`src/rtl/mem_port_arbiter_pkg.sv`:
```
// Shared constants and types for the unified memory port arbiter.
// Source tags mark which requester owns an in-flight read.
package mem_port_arbiter_pkg;

   localparam logic SRC_IF          = 1'b0;
   localparam logic SRC_D           = 1'b1;
   localparam int   MEM_LATENCY_MAX = 4;

   typedef enum logic [1:0] {
      GNT_NONE = 2'd0,
      GNT_IF   = 2'd1,
      GNT_D    = 2'd2
   } grant_e;

   typedef struct packed {
      logic valid;
      logic src;
   } tag_t;

endpackage

```
`src/rtl/mem_port_arbiter_resp_tag_pipe.sv`:
```
// Fixed-latency {valid, src} shift register that follows reads through the memory.
// A kill strips every IF-tagged stage, including the one presenting its response now.
module resp_tag_pipe
   import mem_port_arbiter_pkg::*;
#(
   parameter int LATENCY = 1
)(
   input  logic clk,
   input  logic rst,
   input  logic i_load,
   input  logic i_src,
   input  logic i_kill_if,
   output logic o_last_valid,
   output logic o_last_src,
   output logic o_busy
);

   tag_t r_tags [LATENCY];
   tag_t w_tags [LATENCY];

   always_comb begin
      o_busy = 1'b0;
      for (int i = 0; i < LATENCY; i++) begin
         w_tags[i] = r_tags[i];
         if (i_kill_if && (r_tags[i].src == SRC_IF)) begin
            w_tags[i].valid = 1'b0;
         end
         o_busy = o_busy | r_tags[i].valid;
      end
   end

   always_ff @(posedge clk) begin
      if (rst) begin
         for (int i = 0; i < LATENCY; i++) begin
            r_tags[i] <= '0;
         end
      end else begin
         r_tags[0] <= tag_t'{valid: i_load, src: i_src};
         for (int i = 1; i < LATENCY; i++) begin
            r_tags[i] <= w_tags[i-1];
         end
      end
   end

   assign o_last_valid = w_tags[LATENCY-1].valid;
   assign o_last_src   = w_tags[LATENCY-1].src;

endmodule

```
`src/rtl/mem_port_arbiter.sv`:
```
// Shares one single-port synchronous memory between instruction fetch and load/store.
// Data wins ties until a pending fetch has been denied STARVE_LIMIT cycles in a row.
module mem_port_arbiter
   import mem_port_arbiter_pkg::*;
#(
   parameter int AWIDTH       = 32,
   parameter int DWIDTH       = 32,
   parameter int MEM_LATENCY  = 1,
   parameter int STARVE_LIMIT = 4
)(
   input  logic                clk,
   input  logic                rst,
   input  logic                if_req_valid,
   input  logic [AWIDTH-1:0]   if_req_addr,
   output logic                if_req_ready,
   output logic                if_resp_valid,
   output logic [DWIDTH-1:0]   if_resp_data,
   input  logic                d_req_valid,
   input  logic                d_req_we,
   input  logic [AWIDTH-1:0]   d_req_addr,
   input  logic [DWIDTH-1:0]   d_req_wdata,
   input  logic [DWIDTH/8-1:0] d_req_wstrb,
   output logic                d_req_ready,
   output logic                d_resp_valid,
   output logic [DWIDTH-1:0]   d_resp_data,
   input  logic                flush,
   output logic                mem_en,
   output logic [DWIDTH/8-1:0] mem_we,
   output logic [AWIDTH-3:0]   mem_addr,
   output logic [DWIDTH-1:0]   mem_wdata,
   input  logic [DWIDTH-1:0]   mem_rdata,
   output logic                busy
);

   localparam int LAT = (MEM_LATENCY < 1) ? 1 :
                        (MEM_LATENCY > MEM_LATENCY_MAX) ? MEM_LATENCY_MAX : MEM_LATENCY;
   localparam int SW  = $clog2(STARVE_LIMIT + 1);
   localparam logic [SW-1:0] STARVE_MAX = SW'(STARVE_LIMIT);

   grant_e          w_gnt;
   logic [SW-1:0]   r_starve_cnt;
   logic            w_rd_accept;
   logic            w_rd_src;
   logic            w_last_valid;
   logic            w_last_src;
   logic            w_busy;
   logic            w_unused_addr_lsbs;

   // Readies are forced low during reset so nothing is accepted on the reset edge.
   always_comb begin
      w_gnt = GNT_NONE;
      if (!rst) begin
         if (if_req_valid && d_req_valid) begin
            w_gnt = (r_starve_cnt == STARVE_MAX) ? GNT_IF : GNT_D;
         end else if (if_req_valid) begin
            w_gnt = GNT_IF;
         end else if (d_req_valid) begin
            w_gnt = GNT_D;
         end
      end
   end

   assign if_req_ready = (w_gnt == GNT_IF);
   assign d_req_ready  = (w_gnt == GNT_D);

   always_comb begin
      mem_en    = 1'b0;
      mem_we    = '0;
      mem_addr  = '0;
      mem_wdata = '0;
      case (w_gnt)
         GNT_IF: begin
            mem_en   = 1'b1;
            mem_addr = if_req_addr[AWIDTH-1:2];
         end
         GNT_D: begin
            mem_en   = 1'b1;
            mem_addr = d_req_addr[AWIDTH-1:2];
            if (d_req_we) begin
               mem_we    = d_req_wstrb;
               mem_wdata = d_req_wdata;
            end
         end
         default: ;
      endcase
   end

   assign w_rd_accept = (w_gnt == GNT_IF) || ((w_gnt == GNT_D) && !d_req_we);
   assign w_rd_src    = (w_gnt == GNT_D) ? SRC_D : SRC_IF;

   always_ff @(posedge clk) begin
      if (rst) begin
         r_starve_cnt <= '0;
      end else if (if_req_valid && !if_req_ready) begin
         if (r_starve_cnt != STARVE_MAX) begin
            r_starve_cnt <= r_starve_cnt + 1'b1;
         end
      end else begin
         r_starve_cnt <= '0;
      end
   end

   resp_tag_pipe #(
      .LATENCY      (LAT)
   ) u_tag_pipe (
      .clk          (clk),
      .rst          (rst),
      .i_load       (w_rd_accept),
      .i_src        (w_rd_src),
      .i_kill_if    (flush),
      .o_last_valid (w_last_valid),
      .o_last_src   (w_last_src),
      .o_busy       (w_busy)
   );

   assign if_resp_valid = !rst && w_last_valid && (w_last_src == SRC_IF);
   assign d_resp_valid  = !rst && w_last_valid && (w_last_src == SRC_D);
   assign if_resp_data  = mem_rdata;
   assign d_resp_data   = mem_rdata;
   assign busy          = w_busy;

   // Word-addressed memory: byte-offset bits are intentionally dropped.
   assign w_unused_addr_lsbs = ^{if_req_addr[1:0], d_req_addr[1:0]};

endmodule
```
`config.mk`:
```
export PLATFORM = sky130hd
export DESIGN_NAME = mem_port_arbiter
export DESIGN_NICKNAME = d
export VERILOG_FILES = /design/src/rtl/mem_port_arbiter_pkg.sv /design/src/rtl/mem_port_arbiter_resp_tag_pipe.sv /design/src/rtl/mem_port_arbiter.sv
export SDC_FILE = /design/constraint.sdc
export NUM_CORES = 1
export LEC_CHECK = 0
export CAP_MARGIN = 20
export CORE_AREA = 3 3 104 106
export DETAILED_ROUTE_END_ITERATION = 10
export DIE_AREA = 0 0 107 109
export MAX_ROUTING_LAYER = met4
export SKIP_CTS_REPAIR_TIMING = 1
export SYNTH_ARGS = -nofsm -noshare
export SYNTH_HDL_FRONTEND = slang
export SYNTH_HIERARCHICAL = 1
export SYNTH_SLANG_ARGS = --single-unit
```
`constraint.sdc`:
```
create_clock -name clk -period 3.71 [get_ports clk]
set_input_delay 0.9275 -clock clk [delete_from_list [all_inputs] [get_ports clk]]
set_output_delay 0.9275 -clock clk [all_outputs]
set_load 0.05 [all_outputs]
```
==> run metrics <==
outcome finished, final reports clean; Top FF cell, synth dfxtp_1; Met1 Wirelength 2550 µm; vias in the first global route 1932; syn nets 356; Routed met3 length 964 µm; worst hold path type flip-flop to flip-flop; max_cap viols 0; total iterations of the first detailed-routing run 4; drt wl/cell 15.6 µm; P per Cell Area 149 nW/µm²; Place WS 0.129 ns; min Tclk post-route 3.57 ns; post-route cell area 3590 µm²; Final TNS setup 0 ns; ANT nets after route 0; Avg Cell Area, Syn 6.76 µm²; Post-synth EDFFs 0; Netlist cell types 23; largest net degree at the start of global routing 59; Final Net Count 461; WP buf/inv 3; CTS sink cnt 5; clock latency on the worst-skew pair 0.22 ns; Slew headroom 66.0%; clk slew on worst S/H paths 0.03 ns; Hold Fails Final Rpt 0; CTS tree done; DRC viols 0; P&R area growth vs syn 149%; Final Skew 0.0000938 ns; Syn Std Cell Area 1450 µm²; placed wire-length estimate 5880 µm; Crit Path Category input port to output pin; Final Max Tran Viols 0; I/O Buffers 173; core area 9860 µm²; cell area after placement 3550 µm²; DR vias/cell 4.13; layout cell share with drive strength beyond 1 27.0%; Worst path top cell family by delay buffers and inverters; Tightest Pin Transition 0.508 ns; Overflow after GRT 0; final worst slack 0.138 ns; deepest clock path buffer count 2; sequential cell area 100 µm²; Die Wd 107 µm; Worst Hold Depth 2; RePlAce Congestion 0.779; Max Used Layer met4; DR vias 1863; Die Area 11700 µm²; WL met2 3390 µm; row count 36; Max VDD drop 82.4 µV; Gate Count Post-Synth 214; post-synthesis sequential area ratio 6.92%; CP Launch Type input port; Post-synth ARST share 0%; worst path required time 2.78 ns; # setup viols final 0; Max stage delay on crit path 0.44 ns; fillers 954; Leak Pwr 1.50 nW; Die Span Y 109 µm; worst-path fanout max 58; ANT cells 0; overall global routing resource usage 11.4%; Ports 274; worst reg-to-reg path cell count 8; Yosys warning count 6; CTS Buf Count 3; area of the multi-input gates 774 µm²; htree depth 1; crit path cell chain clkdlybuf4s50_1, nand3_1, and3b_1, ha_2, buf_12, a22oi_1, nor2_1, buf_12; Starting Density 14.7%; Achievable Freq 280 MHz; Seq cells post-synth 5; CP most frequent cell buf_12; antenna violations before repair 0; drt total wl 7060 µm; Critical Path Slowest Stage Cell clkdlybuf4s50_1; CP Capture Type output pin; WP depth 8; WP data arrival 2.64 ns; Root Buffer clkbuf_8; first-pass GRT wire length 10300 µm; RSZ-0062 raised after global routing false; fin crit share 96.3%; initial DRC count 74
[per-layer routing]
metal	GRT usage [%]	vias up
met5	-	-
met4	3.20	0
met3	5.74	30
met2	19.0	118
met1	12.1	834
li1	-	881
[placed cells by master, fill, tap and decap left out, drive strengths merged]
| master | n |
|---|---|
| and3 | 36 |
| clkdlybuf4s50 | 102 |
| a21bo | 1 |
| nor2 | 31 |
| clkbuf | 4 |
| a21boi | 1 |
| inv | 5 |
| or3b | 1 |
| a21oi | 3 |
| nor2b | 2 |
| nand2 | 1 |
| a21o | 3 |
| ha | 4 |
| nor3 | 1 |
| and3b | 3 |
| a22oi | 30 |
| buf | 79 |
| dfxtp | 5 |
| nor3b | 1 |
| nand3b | 1 |
| nand2b | 1 |
| nand3 | 3 |
[through the flow]
stage | std cells | util, % | hold WS, ns | total power, mW
after global routing | 451 | 36.4 | 0.547 | 0.561
final | 451 | 36.4 | 0.518 | 0.534
after floorplan | 214 | - | 0.472 | 0.389
after global placement | 447 | 36.0 | 0.485 | 0.434
after detailed placement | 447 | 36.0 | 0.511 | 0.437
after CTS | 451 | 36.4 | 0.516 | 0.540
[final cells by class]
type | count | area share [%]
multi-input cells | 123 | 21.5
inverters | 5 | 0.522
clock buffers | 4 | 1.25
flip-flops and latches | 5 | 2.78
well taps | 133 | 4.63
repair buffers | 181 | 69.3
[worst paths after layout]
path	start	end	slack, ns
setup / recovery	if_req_valid	mem_addr[3]	0.14
hold / removal	r_starve_cnt[1]	r_starve_cnt[1]	0.52
setup reg to reg	r_starve_cnt[0]	r_starve_cnt[2]	1.74
hold reg to reg	r_starve_cnt[1]	r_starve_cnt[1]	0.52
[tightest hold or removal path: cells and delay by family (launching register included)]
| family | cells | cell delay (ns) |
|---|---|---|
| flip-flops | 1 | 0.32 |
| AND/OR/NAND/NOR | 1 | 0.09 |
| AO/OA/AOI/OAI | 1 | 0.06 |
[registers in the layout, indices dropped and copies added, names as in the netlist]
register           cells
u_tag_pipe/r_tags      2
r_starve_cnt           3
[cell families after synthesis]
| family | share of synthesized area (%) |
|---|---|
| compound gates | 19.4 |
| fa+ha+maj | 3.46 |
| simple gates | 30.5 |
| flops | 6.92 |
| buf+inv | 39.7 |
[where the power goes]
| part | total, mW | switching [mW] | internal [mW] | leakage [nW] |
|---|---|---|---|---|
| clock network | 0.0993 | 0.0257 | 0.0737 | 0.0228 |
| logic | 0.377 | 0.170 | 0.207 | 1.43 |
| registers | 0.0578 | 0.00165 | 0.0562 | 0.0408 |
| total | 0.534 | 0.197 | 0.337 | 1.50 |
[Yosys cell counts (all sizes together) (2+ instances only)]
master	count	area share (%)
dfxtp	5	6.9
and3	36	16
inv	5	1.3
nor2	31	8.0
buf	76	37
nand3	3	1.0
a21o	3	1.6
nor2b	2	0.86
clkbuf	5	1.3
a22oi	30	16
a21oi	3	1.0
and3b	3	1.8
ha	4	3.5
Note: power is estimated with default switching activity, not from simulation.
